===== src/rtl/pll_drp_ctrl.sv =====
`default_nettype none
// ============================================================================
// pll_drp_ctrl : masked read-modify-write initiator for the PLLE4 DRP port
// Revision     : 1.0
// ============================================================================
module pll_drp_ctrl #(
  parameter int ADDR_WIDTH   = 7,
  parameter int DATA_WIDTH   = 16,
  parameter int DRDY_TIMEOUT = 64,
  parameter int LOCK_TIMEOUT = 65535,
  parameter int RST_HOLD     = 4
) (
  input  logic                  clk,
  input  logic                  rst,
  input  logic                  req_valid,
  output logic                  req_ready,
  input  logic [ADDR_WIDTH-1:0] req_addr,
  input  logic [DATA_WIDTH-1:0] req_mask,
  input  logic [DATA_WIDTH-1:0] req_data,
  input  logic                  req_reset_pll,
  output logic                  resp_valid,
  output logic [DATA_WIDTH-1:0] resp_rdata,
  output logic [1:0]            resp_err,
  output logic [ADDR_WIDTH-1:0] drp_daddr,
  output logic [DATA_WIDTH-1:0] drp_di,
  input  logic [DATA_WIDTH-1:0] drp_do,
  output logic                  drp_den,
  output logic                  drp_dwe,
  input  logic                  drp_drdy,
  output logic                  pll_rst,
  input  logic                  pll_locked
);

  localparam int C_MAXC = (LOCK_TIMEOUT > DRDY_TIMEOUT) ?
                          ((LOCK_TIMEOUT > RST_HOLD) ? LOCK_TIMEOUT : RST_HOLD) :
                          ((DRDY_TIMEOUT > RST_HOLD) ? DRDY_TIMEOUT : RST_HOLD);
  localparam int C_CW = $clog2(C_MAXC + 1);

  localparam logic [C_CW-1:0] C_DRDY_LAST = C_CW'(DRDY_TIMEOUT - 1);
  localparam logic [C_CW-1:0] C_LOCK_LAST = C_CW'(LOCK_TIMEOUT - 1);
  localparam logic [C_CW-1:0] C_HOLD_LAST = C_CW'(RST_HOLD - 1);
  localparam logic [C_CW-1:0] C_LOCK_MASK = C_CW'(2);

  typedef enum logic [3:0] {
    S_IDLE    = 4'd0,
    S_HOLD    = 4'd1,
    S_RD      = 4'd2,
    S_RD_WAIT = 4'd3,
    S_WR      = 4'd4,
    S_WR_WAIT = 4'd5,
    S_RELEASE = 4'd6,
    S_LOCK    = 4'd7,
    S_DONE    = 4'd8
  } state_t;

  state_t                state_q;
  logic [C_CW-1:0]       cnt_q;
  logic [DATA_WIDTH-1:0] mask_q;
  logic [DATA_WIDTH-1:0] data_q;
  logic                  reset_pll_q;
  logic                  hold_q;
  logic [1:0]            err_q;
  logic [DATA_WIDTH-1:0] rdata_q;
  logic [ADDR_WIDTH-1:0] daddr_q;
  logic [DATA_WIDTH-1:0] di_q;
  logic                  den_q;
  logic                  dwe_q;
  logic                  ready_q;
  logic                  resp_valid_q;
  logic [DATA_WIDTH-1:0] wdata_d;

  // Mask bit 1 keeps the value read from the PLL, 0 takes the requested bit.
  assign wdata_d = (drp_do & mask_q) | (data_q & ~mask_q);

  always_ff @(posedge clk) begin
    if (rst) begin
      state_q      <= S_IDLE;
      cnt_q        <= '0;
      mask_q       <= '0;
      data_q       <= '0;
      reset_pll_q  <= 1'b0;
      hold_q       <= 1'b0;
      err_q        <= 2'd0;
      rdata_q      <= '0;
      daddr_q      <= '0;
      di_q         <= '0;
      den_q        <= 1'b0;
      dwe_q        <= 1'b0;
      ready_q      <= 1'b1;
      resp_valid_q <= 1'b0;
    end else begin
      den_q        <= 1'b0;
      dwe_q        <= 1'b0;
      resp_valid_q <= 1'b0;
      case (state_q)
        S_IDLE: begin
          if (req_valid) begin
            ready_q     <= 1'b0;
            daddr_q     <= req_addr;
            mask_q      <= req_mask;
            data_q      <= req_data;
            reset_pll_q <= req_reset_pll;
            err_q       <= 2'd0;
            rdata_q     <= '0;
            cnt_q       <= '0;
            if (req_reset_pll) begin
              hold_q  <= 1'b1;
              state_q <= S_HOLD;
            end else begin
              den_q   <= 1'b1;
              state_q <= S_RD;
            end
          end
        end
        S_HOLD: begin
          if (cnt_q == C_HOLD_LAST) begin
            cnt_q   <= '0;
            den_q   <= 1'b1;
            state_q <= S_RD;
          end else begin
            cnt_q <= cnt_q + C_CW'(1);
          end
        end
        S_RD: begin
          cnt_q   <= '0;
          state_q <= S_RD_WAIT;
        end
        S_RD_WAIT: begin
          if (drp_drdy) begin
            rdata_q <= drp_do;
            di_q    <= wdata_d;
            den_q   <= 1'b1;
            dwe_q   <= 1'b1;
            state_q <= S_WR;
          end else if (cnt_q == C_DRDY_LAST) begin
            err_q   <= 2'd1;
            hold_q  <= 1'b0;
            state_q <= S_RELEASE;
          end else begin
            cnt_q <= cnt_q + C_CW'(1);
          end
        end
        S_WR: begin
          cnt_q   <= '0;
          state_q <= S_WR_WAIT;
        end
        S_WR_WAIT: begin
          if (drp_drdy) begin
            hold_q  <= 1'b0;
            state_q <= S_RELEASE;
          end else if (cnt_q == C_DRDY_LAST) begin
            err_q   <= 2'd1;
            hold_q  <= 1'b0;
            state_q <= S_RELEASE;
          end else begin
            cnt_q <= cnt_q + C_CW'(1);
          end
        end
        S_RELEASE: begin
          hold_q <= 1'b0;
          cnt_q  <= '0;
          if (reset_pll_q && (err_q == 2'd0)) begin
            state_q <= S_LOCK;
          end else begin
            resp_valid_q <= 1'b1;
            state_q      <= S_DONE;
          end
        end
        S_LOCK: begin
          // The first cycles are skipped so a LOCKED still high from before the reset is not trusted.
          if ((cnt_q >= C_LOCK_MASK) && pll_locked) begin
            resp_valid_q <= 1'b1;
            state_q      <= S_DONE;
          end else if (cnt_q == C_LOCK_LAST) begin
            err_q        <= 2'd2;
            resp_valid_q <= 1'b1;
            state_q      <= S_DONE;
          end else begin
            cnt_q <= cnt_q + C_CW'(1);
          end
        end
        S_DONE: begin
          ready_q <= 1'b1;
          state_q <= S_IDLE;
        end
        default: begin
          hold_q  <= 1'b0;
          ready_q <= 1'b1;
          state_q <= S_IDLE;
        end
      endcase
    end
  end

  assign req_ready  = ready_q;
  assign resp_valid = resp_valid_q;
  assign resp_rdata = rdata_q;
  assign resp_err   = err_q;
  assign drp_daddr  = daddr_q;
  assign drp_di     = di_q;
  assign drp_den    = den_q;
  assign drp_dwe    = dwe_q;
  assign pll_rst    = rst | hold_q;

endmodule
`default_nettype wire


===== config.mk =====
export PLATFORM = sky130hd
export DESIGN_NAME = pll_drp_ctrl
export DESIGN_NICKNAME = d
export VERILOG_FILES = /design/src/rtl/pll_drp_ctrl.sv
export SDC_FILE = /design/constraint.sdc
export NUM_CORES = 1
export LEC_CHECK = 0
export CAP_MARGIN = 25
export CORE_MARGIN = 4
export CORE_UTILIZATION = 53
export CTS_CLUSTER_SIZE = 10
export DETAILED_ROUTE_END_ITERATION = 12
export HOLD_SLACK_MARGIN = 0.05
export PLACE_DENSITY = 0.95
export SYNTH_ARGS = -nofsm -noshare
export SYNTH_HDL_FRONTEND = slang
export SYNTH_SLANG_ARGS = --single-unit

===== constraint.sdc =====
create_clock -name clk -period 3.8 [get_ports clk]
set_clock_uncertainty 0.05 [all_clocks]
set_input_delay 0.38 -clock clk [delete_from_list [all_inputs] [get_ports clk]]
set_output_delay 0.38 -clock clk [all_outputs]
set_load 0.02 [all_outputs]

==> results by group, run 1 <==
CTS
  – CTS tree: yes
  – CTS root buffer: clkbuf_8
  – Hold_buf cts: 0
  – CTS-repair resized insts: 0
  – Worst skew pair latency: approximately 0.37 ns
  – CTS buffer count: 9
  – Setup bufs post-CTS: 0
  – CTS clk-pin slew, worst paths: ~0.090 ns
  – Clock Tree Buf Depth: 2
  – Clk sink count: 99
  – H-tree levels: 3

Power
  – Pwr Density: 441.0 nW/um2
  – Leakage Power: about 0.0019 uW
  – P_int: 1663 uW
  – Gate power share: a little under a quarter
  – Sequential power share: between 40 and 50%
  – Sw frac: 32.62%
  – Clock power frac: between 20% and 30%
  – VDD IR-drop max: 265.2 uV
  – Sw Pwr: ~800 uW

Placement
  – Routability-driven placement congestion ratio: 0.8995
  – Placed Area: between 5000 and 6000 um2
  – Detailed placer's ending HPWL: 8532 um
  – Dpl cells: 710
  – IO Port Bufs: 106
  – Dpl ws: 1.078 ns

Status
  – Status: complete, no violations

Logic synthesis
  – Seq cells post-synth: 99
  – Post-synth EDFFs: 0
  – Syn_nets: 597
  – Cells after synthesis: around 530
  – Cell area after synthesis: ~4300 um2
  – Synth warnings: 0
  – Syn Area/Cell: approximately 8.1 um2
  – FFs w/ async S/R, synth: 0%
  – Sequential-to-total area share from yosys stat: between 40% and 50%
  – Synth Flop Type: dfxtp_1
  – Distinct cells, synth: between 50 and 60

Route
  – Routed WL: 12,150 um
  – Post-route DRC: 0
  – Routed vias/inst: between 5 and 6
  – Drt pass-1 iters: 5
  – Post-DRT Antenna Nets: 0
  – Drt wl/cell: between 15 and 20 um
  – Iter 0 DRT Violations: between 200 and 300
  – Via count: around 4,300

GRT
  – Vias in the first global route: 4,099
  – Antenna violations before repair: 0
  – Met3 Use GR: between 3 and 4%
  – First-pass GRT wire length: around 20,000 um
  – Met2 GRT Util: a little over two fifths
  – GRT Residual Overflow: 0
  – M1 GR Usage: 28.85%
  – Most used routing layer in global routing: met2
  – GRT Total Usage: 24.38%
  – Largest net degree at the start of global routing: 84

Timing
  – Setup violators final: 0
  – Tcrit/Tclk final: roughly two thirds
  – Worst setup margin: about 1.2 ns
  – Slew Viols, Final: 0
  – RSZ-0062 raised after global routing: false
  – Slew @ Worst Pin: around 0.85 ns
  – Post-layout minimum cycle time: 2.591 ns
  – Final hold violations: 0
  – Relative slew margins: roughly 43%
  – Setup TNS: 0 ns
  – Max Freq: a little under 400 MHz

Critical path
  – Worst path required time: a little over 4 ns
  – WS Path Type: reg -> reg
  – Crit. End Element: register
  – R2R depth: 7
  – Crit path arrival time: around 2.8 ns
  – Worst setup SP type: register
  – Worst-path maximum fanout: 23

Final layout
  – Ant diodes: 0
  – Most frequent cells in the layout: nand2_1, clkdlybuf4s50_1, dfxtp_1
  – Non-Filler Instances: approximately 730
  – Syn-to-layout area delta: 29.70%
  – Commonest non-fill, non-tap cell in the layout: nand2_1
  – Layout cells sized above 1: around 5.4%
  – Fillcell total: roughly 590
  – Fin area: 5595 um2
  – Final nets: slightly below 700

Floorplan
  – Core Area: a little under 8000 um2
  – Die Area: approximately 9600 um2
  – Die Y-Extent: 98.22 um
  – Row cnt: 32
  – IO Count: 107
  – Starting density of the core: a little under three fifths
  – Overall die width: just under 100 um

Flow run
  – Max-cap violations: 0

Hold path
  – Hold Crit Class: in -> reg
  – Hold Crit Depth: 2
## Yosys cell counts (all sizes together) (3+ instances only)
master	number	area, um2
nand4b	3	26.28
o21ai	15	75.07
a21oi	76	384.1
nand2	113	424.2
or3	4	25.02
nand3b	4	30.03
mux2i	17	170.2
buf	9	51.30
nor3	4	25.02
a211o	3	26.28
and2	3	18.77
nand4	3	25.02
nand2b	5	31.28
and3	5	31.28
nor2b	4	25.02
clkbuf	28	105.1
nor4	3	31.28
nand3	28	145.1
dfxtp	99	1982
inv	9	33.78
a211oi	19	142.6
nor2	37	138.9
or4	7	52.55
and4	3	26.28
o31ai	5	37.54
## flip-flops by register name, indices dropped and copies added (netlist names)
name,count
drp_daddr,7
data_q,16
state_q,4
resp_valid,1
resp_err,2
drp_di,16
hold_q,1
drp_den,1
cnt_q,16
drp_dwe,1
reset_pll_q,1
resp_rdata,16
req_ready,1
mask_q,16
## worst max-delay path: stages, from the launching register on
cell,delay [ns]
dfxtp_1,0.36
ha_1,0.30
nor3b_1,0.18
and4_1,0.28
a21oi_2,0.21
nand3_2,0.36
or4_1,0.59
a21oi_1,0.17
## kinds of logic (layout without fill, tap and decap cells)
logic type	Yosys count	in the layout	share of synthesized area, %
compound gates	134	134	18.71
mux	18	18	4.205
flops	99	99	45.94
buf+inv	46	137	4.408
simple gates	233	233	25.75
fa+ha+maj	2	2	0.5800
xor+xnor	2	2	0.4061
## per-stage QoR
step	total power, uW	hold WS [ns]	util (%)
2_1_floorplan	1567	0.3818	-
3_3_place_gp	1740	0.3900	68.89
3_5_place_dp	1771	0.3925	68.89
4_1_cts	2460	0.2660	71.57
5_1_grt	2579	0.2831	71.67
6_report	2468	0.2886	71.67
## area by class of cell
cell class                      count  area, um2  area share (%)
Sequential cell                    99       1982           35.42
Clock buffer                        9      123.9           2.214
Clock inverter                      7      85.08           1.521
Timing Repair Buffer              112       1101           19.68
Tap cell                          102      127.6           2.281
Multi-Input combinational cell    389       2142           38.28
Inverter                            9      33.78          0.6038
## final timing paths
kind / start / endpoint / slack (ns)
max: cnt_q[0] / cnt_q[9] / 1.21
min reg2reg: resp_rdata[9] / resp_rdata[9] / 0.41
min: rst / drp_daddr[0] / 0.29
max reg2reg: cnt_q[0] / cnt_q[9] / 1.21
## metal layers
metal | part of all wire, % | vias to the layer above
li1 | - | 2044
met1 | 39 | 2009
met2 | 51 | 213
met3 | 6.9 | 40
met4 | 3.5 | 0
met5 | 0 | -
## power by group through the flow
| stage | Combinational [uW] | Clock [uW] | Sequential (uW) |
|---|---|---|---|
| after floorplan | 361 | 0 | 1210 |
| after global placement | 540 | 0 | 1200 |
| after detailed placement | 564 | 0 | 1210 |
| after CTS | 570 | 708 | 1180 |
| after global routing | 631 | 751 | 1200 |
| final | 578 | 704 | 1180 |
(Power assumes the default switching activity.)
==> run 2, diff against run 1 <==
--- a/config.mk
+++ b/config.mk
@@ -7,11 +7,11 @@
 export LEC_CHECK = 0
 export CAP_MARGIN = 25
 export CORE_MARGIN = 4
-export CORE_UTILIZATION = 53
+export CORE_UTILIZATION = 49
 export CTS_CLUSTER_SIZE = 10
 export DETAILED_ROUTE_END_ITERATION = 12
 export HOLD_SLACK_MARGIN = 0.05
-export PLACE_DENSITY = 0.95
+export PLACE_DENSITY = 0.91
 export SYNTH_ARGS = -nofsm -noshare
 export SYNTH_HDL_FRONTEND = slang
 export SYNTH_SLANG_ARGS = --single-unit
==> constraint.sdc (replaced) <==
create_clock -name clk -period 2.4 [get_ports clk]
set_clock_uncertainty 0.05 [all_clocks]
set_input_delay 0.24 -clock clk [delete_from_list [all_inputs] [get_ports clk]]
set_output_delay 0.24 -clock clk [all_outputs]
set_load 0.02 [all_outputs]
==> run 2 against run 1 <==
Effect of this change: clock power rose by 68%; cell count is 2.1% higher; via count decreased by 0.95%; wire length is essentially flat; sequential power grew 58%; final area grew 3.6%; total power rose by 64%; sequential share of layout area is 1.2 points lower; global-route usage decreased by 1.6 points; combinational power up 71%; first-iteration DRC count rose by 7.6%.
==> results by group, run 2 (same netlist as run 1, synthesis figures left out) <==
Placement
  – Dpl ws: -0.03379 ns
  – Detailed placer's ending HPWL: roughly 8600 um
  – IO Port Bufs: ~110
  – Placed Area: between 5000 and 6000 um2
  – Routability-driven placement congestion ratio: slightly above 0.9

Timing
  – Tcrit/Tclk final: approximately 93%
  – Worst setup margin: around 0.16 ns
  – WHS: ~0.36 ns
  – Final hold violations: 0
  – Max Freq: about 450 MHz
  – Post-layout minimum cycle time: roughly 2.2 ns
  – Slew Viols, Final: 0
  – Setup violators final: 0
  – Relative slew margins: 52.83%
  – Slew @ Worst Pin: about 0.71 ns

Critical path
  – CP peak stage delay: between 0.5 and 0.6 ns
  – Crit path arrival time: between 2 and 2.5 ns
  – Worst-path maximum fanout: 10
  – Crit. End Element: register
  – Worst path required time: roughly 2.6 ns
  – WS Path Type: reg -> reg
  – Worst setup SP type: register
  – Crit-path slowest cell: or4_1
  – CP cell instances: ha_1 -> nor3b_1 -> and4_1 -> a21oi_4 -> nand3_4 -> or4_1 -> a21oi_1

Floorplan
  – IO Count: 107
  – Die Area: 10,370 um2
  – Die Y-Extent: 101.8 um
  – Overall die width: just over 100 um
  – Row cnt: 33
  – Starting density of the core: between 50% and 60%
  – Core Area: ~8400 um2

Route
  – Routed vias/inst: about 5.7
  – Via count: around 4,300
  – Post-DRT Antenna Nets: 0
  – Post-route DRC: 0
  – Drt pass-1 iters: 5
  – Drt wl/cell: between 15 and 20 um
  – Routed WL: approximately 12,000 um
  – Iter 0 DRT Violations: 299

Final layout
  – Fillcell total: 697
  – Most frequent cells in the layout: nand2_1, clkdlybuf4s50_1, dfxtp_1
  – Reg area: 1986 um2
  – Syn-to-layout area delta: 34.40%
  – Commonest non-fill, non-tap cell in the layout: nand2_1
  – Layout cells sized above 1: under 10%
  – Fin area: roughly 5800 um2
  – Final nets: roughly 700
  – Ant diodes: 0
  – Area of the multi-input gates: around 2200 um2

CTS
  – CTS buffer count: 9
  – CTS tree: yes
  – Worst skew pair latency: 0.36 ns
  – Setup bufs post-CTS: 0
  – Clock Tree Buf Depth: 2
  – CTS clk-pin slew, worst paths: around 0.09 ns
  – Clk sink count: 99
  – H-tree levels: 3
  – CTS root buffer: clkbuf_8

GRT
  – Antenna violations before repair: 0
  – GRT Total Usage: 22.79%
  – Vias in the first global route: 4,104
  – First-pass GRT wire length: approximately 19,000 um
  – GRT Residual Overflow: 0
  – Largest net degree at the start of global routing: between 90 and 100

Power
  – VDD IR-drop max: ~460 uV
  – Final Total Pwr: just over 4000 uW
  – Pwr Density: roughly 700 nW/um2
  – Leakage Power: a little under 0.002 uW

Flow run
  – Max-cap violations: 0

Status
  – Status: complete, no violations

Hold path
  – Hold Crit Class: in -> reg
==> run 2: layout make-up <==
type / instances / share of cell area, %
multi-input cells: 390 / 38.30
flip-flops and latches: 99 / 34.25
repair buffers: 124 / 20.76
clock buffers: 10 / 2.374
well taps: 105 / 2.266
clock inverters: 5 / 1.467
inverters: 9 / 0.5827
==> run 2: power by group <==
group          switching (uW)  internal (uW)  total, uW  leakage (uW)
sequential                105           1770       1870      0.000806
clock                     567            616       1180      0.000109
combinational             568            418        986       0.00107
total                    1240           2800       4040       0.00198
==> run 2: repair_timing <==
item | 4_1_cts | 5_1_grt
setup endpoints to repair | 3 | 13
pin swaps | 0 | 2
hold buffers | 0 | 0
gates resized for setup | 2 | 12
gates cloned | 0 | 1
==> run 2: path summary, 6_finish.rpt <==
| kind | to | cells past startpoint | slack [ns] | start |
|---|---|---|---|---|
| hold / removal | state_q[2] | 3 | 0.36 | rst |
| setup reg to reg | cnt_q[14] | 7 | 0.16 | cnt_q[1] |
| setup / recovery | cnt_q[14] | 7 | 0.16 | cnt_q[1] |
| hold reg to reg | resp_rdata[7] | 2 | 0.41 | resp_rdata[7] |
==> run 2: metal layers <==
layer,global-route usage [%],share of wire [%],vias to the layer above
met5,0,0,-
met4,8.981,2.5,0
met3,4.573,6.8,24
met2,39.59,51,163
met1,27.79,40,1996
li1,-,-,2082
==> run 2: worst max-delay path, delay by kind of cell (launching register included) <==
family | cells | cell delay, ns
and+or+nand+nor | 4 | 1.14
DFF | 1 | 0.36
AOI/OAI and AO/OA | 2 | 0.41
adders and majority gates | 1 | 0.21
==> run 2: stage by stage <==
stage | setup TNS [ns] | cells | util (%)
floorplan | 0 | 534 | -
global placement | 0 | 726 | 65.59
detailed placement | -0.04125 | 726 | 65.59
CTS | 0 | 741 | 68.37
global route | -0.008060 | 742 | 69.17
finish | 0 | 742 | 69.17
==> run 3, diff against run 2 <==
--- a/config.mk
+++ b/config.mk
@@ -6,11 +6,10 @@
 export NUM_CORES = 1
 export LEC_CHECK = 0
 export CAP_MARGIN = 25
-export CORE_MARGIN = 4
+export CORE_MARGIN = 2
 export CORE_UTILIZATION = 49
 export CTS_CLUSTER_SIZE = 10
 export DETAILED_ROUTE_END_ITERATION = 12
-export HOLD_SLACK_MARGIN = 0.05
 export PLACE_DENSITY = 0.91
 export SYNTH_ARGS = -nofsm -noshare
 export SYNTH_HDL_FRONTEND = slang
==> run 3 against run 2 <==
Effect of this change: combinational power is 0.7% higher; global-route usage grew 0.39 points; sequential power hardly changed; utilization fell by 2.5 points; critical endpoint is now cnt_q[7]; final area decreased by 0.65%; worst hold slack is essentially flat; wire length fell by 4.3%; largest cell class unchanged; clock power down 13%; maximum frequency down 4.0%; sequential share of layout area grew 0.18 points; critical path depth did not move.
==> results by group, run 3 (same netlist as run 1, synthesis figures left out) <==
Critical path
  – Worst-path maximum fanout: 7
  – Worst setup SP type: register
  – Crit. End Element: register
  – Worst setup path startpoint: cnt_q[1]
  – Crit path arrival time: about 2.6 ns
  – Worst path required time: around 2.6 ns
  – WS Path Type: reg -> reg
  – R2R Path Start: cnt_q[1]

Floorplan
  – Row cnt: 34
  – Die Area: 9571 um2
  – Die Y-Extent: around 98 um
  – Core Area: approximately 8600 um2
  – Starting density of the core: about half
  – Overall die width: ~98 um
  – IO Count: 107

Power
  – Final Total Pwr: between 3000 and 4000 uW
  – Leakage Power: approximately 0.002 uW
  – VDD IR-drop max: 395.6 uV
  – Pwr Density: 674.7 nW/um2

Route
  – Routed vias/inst: around 5.8
  – Drt pass-1 iters: 5
  – Via count: between 4,000 and 5,000
  – Post-route DRC: 0
  – Iter 0 DRT Violations: ~300
  – Routed WL: approximately 12,000 um
  – Post-DRT Antenna Nets: 0
  – Drt wl/cell: approximately 16 um

GRT
  – Vias in the first global route: 3,982
  – Largest net degree at the start of global routing: between 90 and 100
  – GRT Residual Overflow: 0
  – First-pass GRT wire length: around 18,000 um
  – GRT Total Usage: a little under a quarter
  – Antenna violations before repair: 0

CTS
  – CTS tree: yes
  – CTS root buffer: clkbuf_8
  – Clk sink count: around 100
  – CTS clk-pin slew, worst paths: 0.10 ns
  – Clock Tree Buf Depth: 2
  – H-tree levels: 3
  – CTS buffer count: 9
  – Worst skew pair latency: about 0.36 ns
  – Hold_buf cts: 0

Timing
  – Setup violators final: 0
  – Post-layout minimum cycle time: between 2 and 2.5 ns
  – Slew Viols, Final: 0
  – Tcrit/Tclk final: between 90% and 100%
  – Slew @ Worst Pin: ~0.44 ns
  – Max Freq: approximately 430 MHz
  – WHS: 0.3562 ns
  – Relative slew margins: between 70% and 80%
  – Final hold violations: 0

Status
  – Status: complete, no violations

Final layout
  – Syn-to-layout area delta: 33.53%
  – Fillcell total: 689
  – Fin util: between 60% and 70%
  – Ant diodes: 0
  – Layout cells sized above 1: under 10%
  – Area of the multi-input gates: around 2200 um2
  – Commonest non-fill, non-tap cell in the layout: nand2_1
  – Final nets: approximately 700
  – Fin area: between 5000 and 6000 um2
  – Reg area: 1983 um2
  – Most frequent cells in the layout: nand2_1, clkdlybuf4s50_1, dfxtp_1

Hold path
  – Hold Startpoint: req_data[5]
  – Hold Crit Class: in -> reg

Placement
  – Routability-driven placement congestion ratio: 0.9545
  – Detailed placer's ending HPWL: about 8000 um
  – IO Port Bufs: approximately 110
  – Placed Area: ~5500 um2

Flow run
  – Max-cap violations: 0
run 3: layer usage:
| layer | vias to the layer above | track usage [%] | share of wire (%) |
|---|---|---|---|
| met5 | - | 0 | 0 |
| met2 | 185 | 40.20 | 51 |
| met1 | 2019 | 28.12 | 40 |
| met3 | 24 | 4.009 | 6.4 |
| li1 | 2073 | - | - |
| met4 | 0 | 10.36 | 2.5 |
run 3: timing repair:
| item | 4_1_cts | 5_1_grt |
|---|---|---|
| pin swaps | 0 | 1 |
| resized for setup | 1 | 10 |
| setup endpoints to repair | 4 | 14 |
| gates cloned | 0 | 1 |
| buffers inserted | 0 | 0 |
run 3: layout make-up:
type | count | share of cell area (%)
multi-input cells | 390 | 38.31
clock inverters | 6 | 0.9557
clock buffers | 10 | 2.389
well taps | 108 | 2.346
repair buffers | 123 | 20.98
flip-flops and latches | 99 | 34.43
inverters | 9 | 0.5864
run 3: critical path, stage by stage, from the launching register on:
cell	delay, ns
dfxtp_1	0.45
ha_2	0.29
nor4b_1	0.30
nand4_1	0.25
a211oi_1	0.39
or2_4	0.24
nor2_1	0.06
a31o_1	0.22
run 3: power by group:
| group | total, uW | internal (uW) | switching [uW] |
|---|---|---|---|
| Combinational | 993 | 422 | 571 |
| Sequential | 1860 | 1770 | 92.7 |
| Clock | 1030 | 425 | 608 |
run 3: through the flow:
stage               worst slack (ns)  instances  setup TNS (ns)
floorplan                     0.3751        534               0
global placement             0.09362        728               0
detailed placement          -0.04223        728        -0.04293
CTS                          0.04614        744               0
global route               -0.002055        745       -0.002055
finish                       0.06862        745               0
run 3: path summary, 6_finish.rpt:
| check | cells past startpoint | slack [ns] | endpoint |
|---|---|---|---|
| worst max-delay path | 7 | 0.07 | cnt_q[7] |
| worst min-delay path | 3 | 0.36 | data_q[5] |
| worst max register to register | 7 | 0.07 | cnt_q[7] |
| worst min register to register | 2 | 0.40 | resp_rdata[1] |
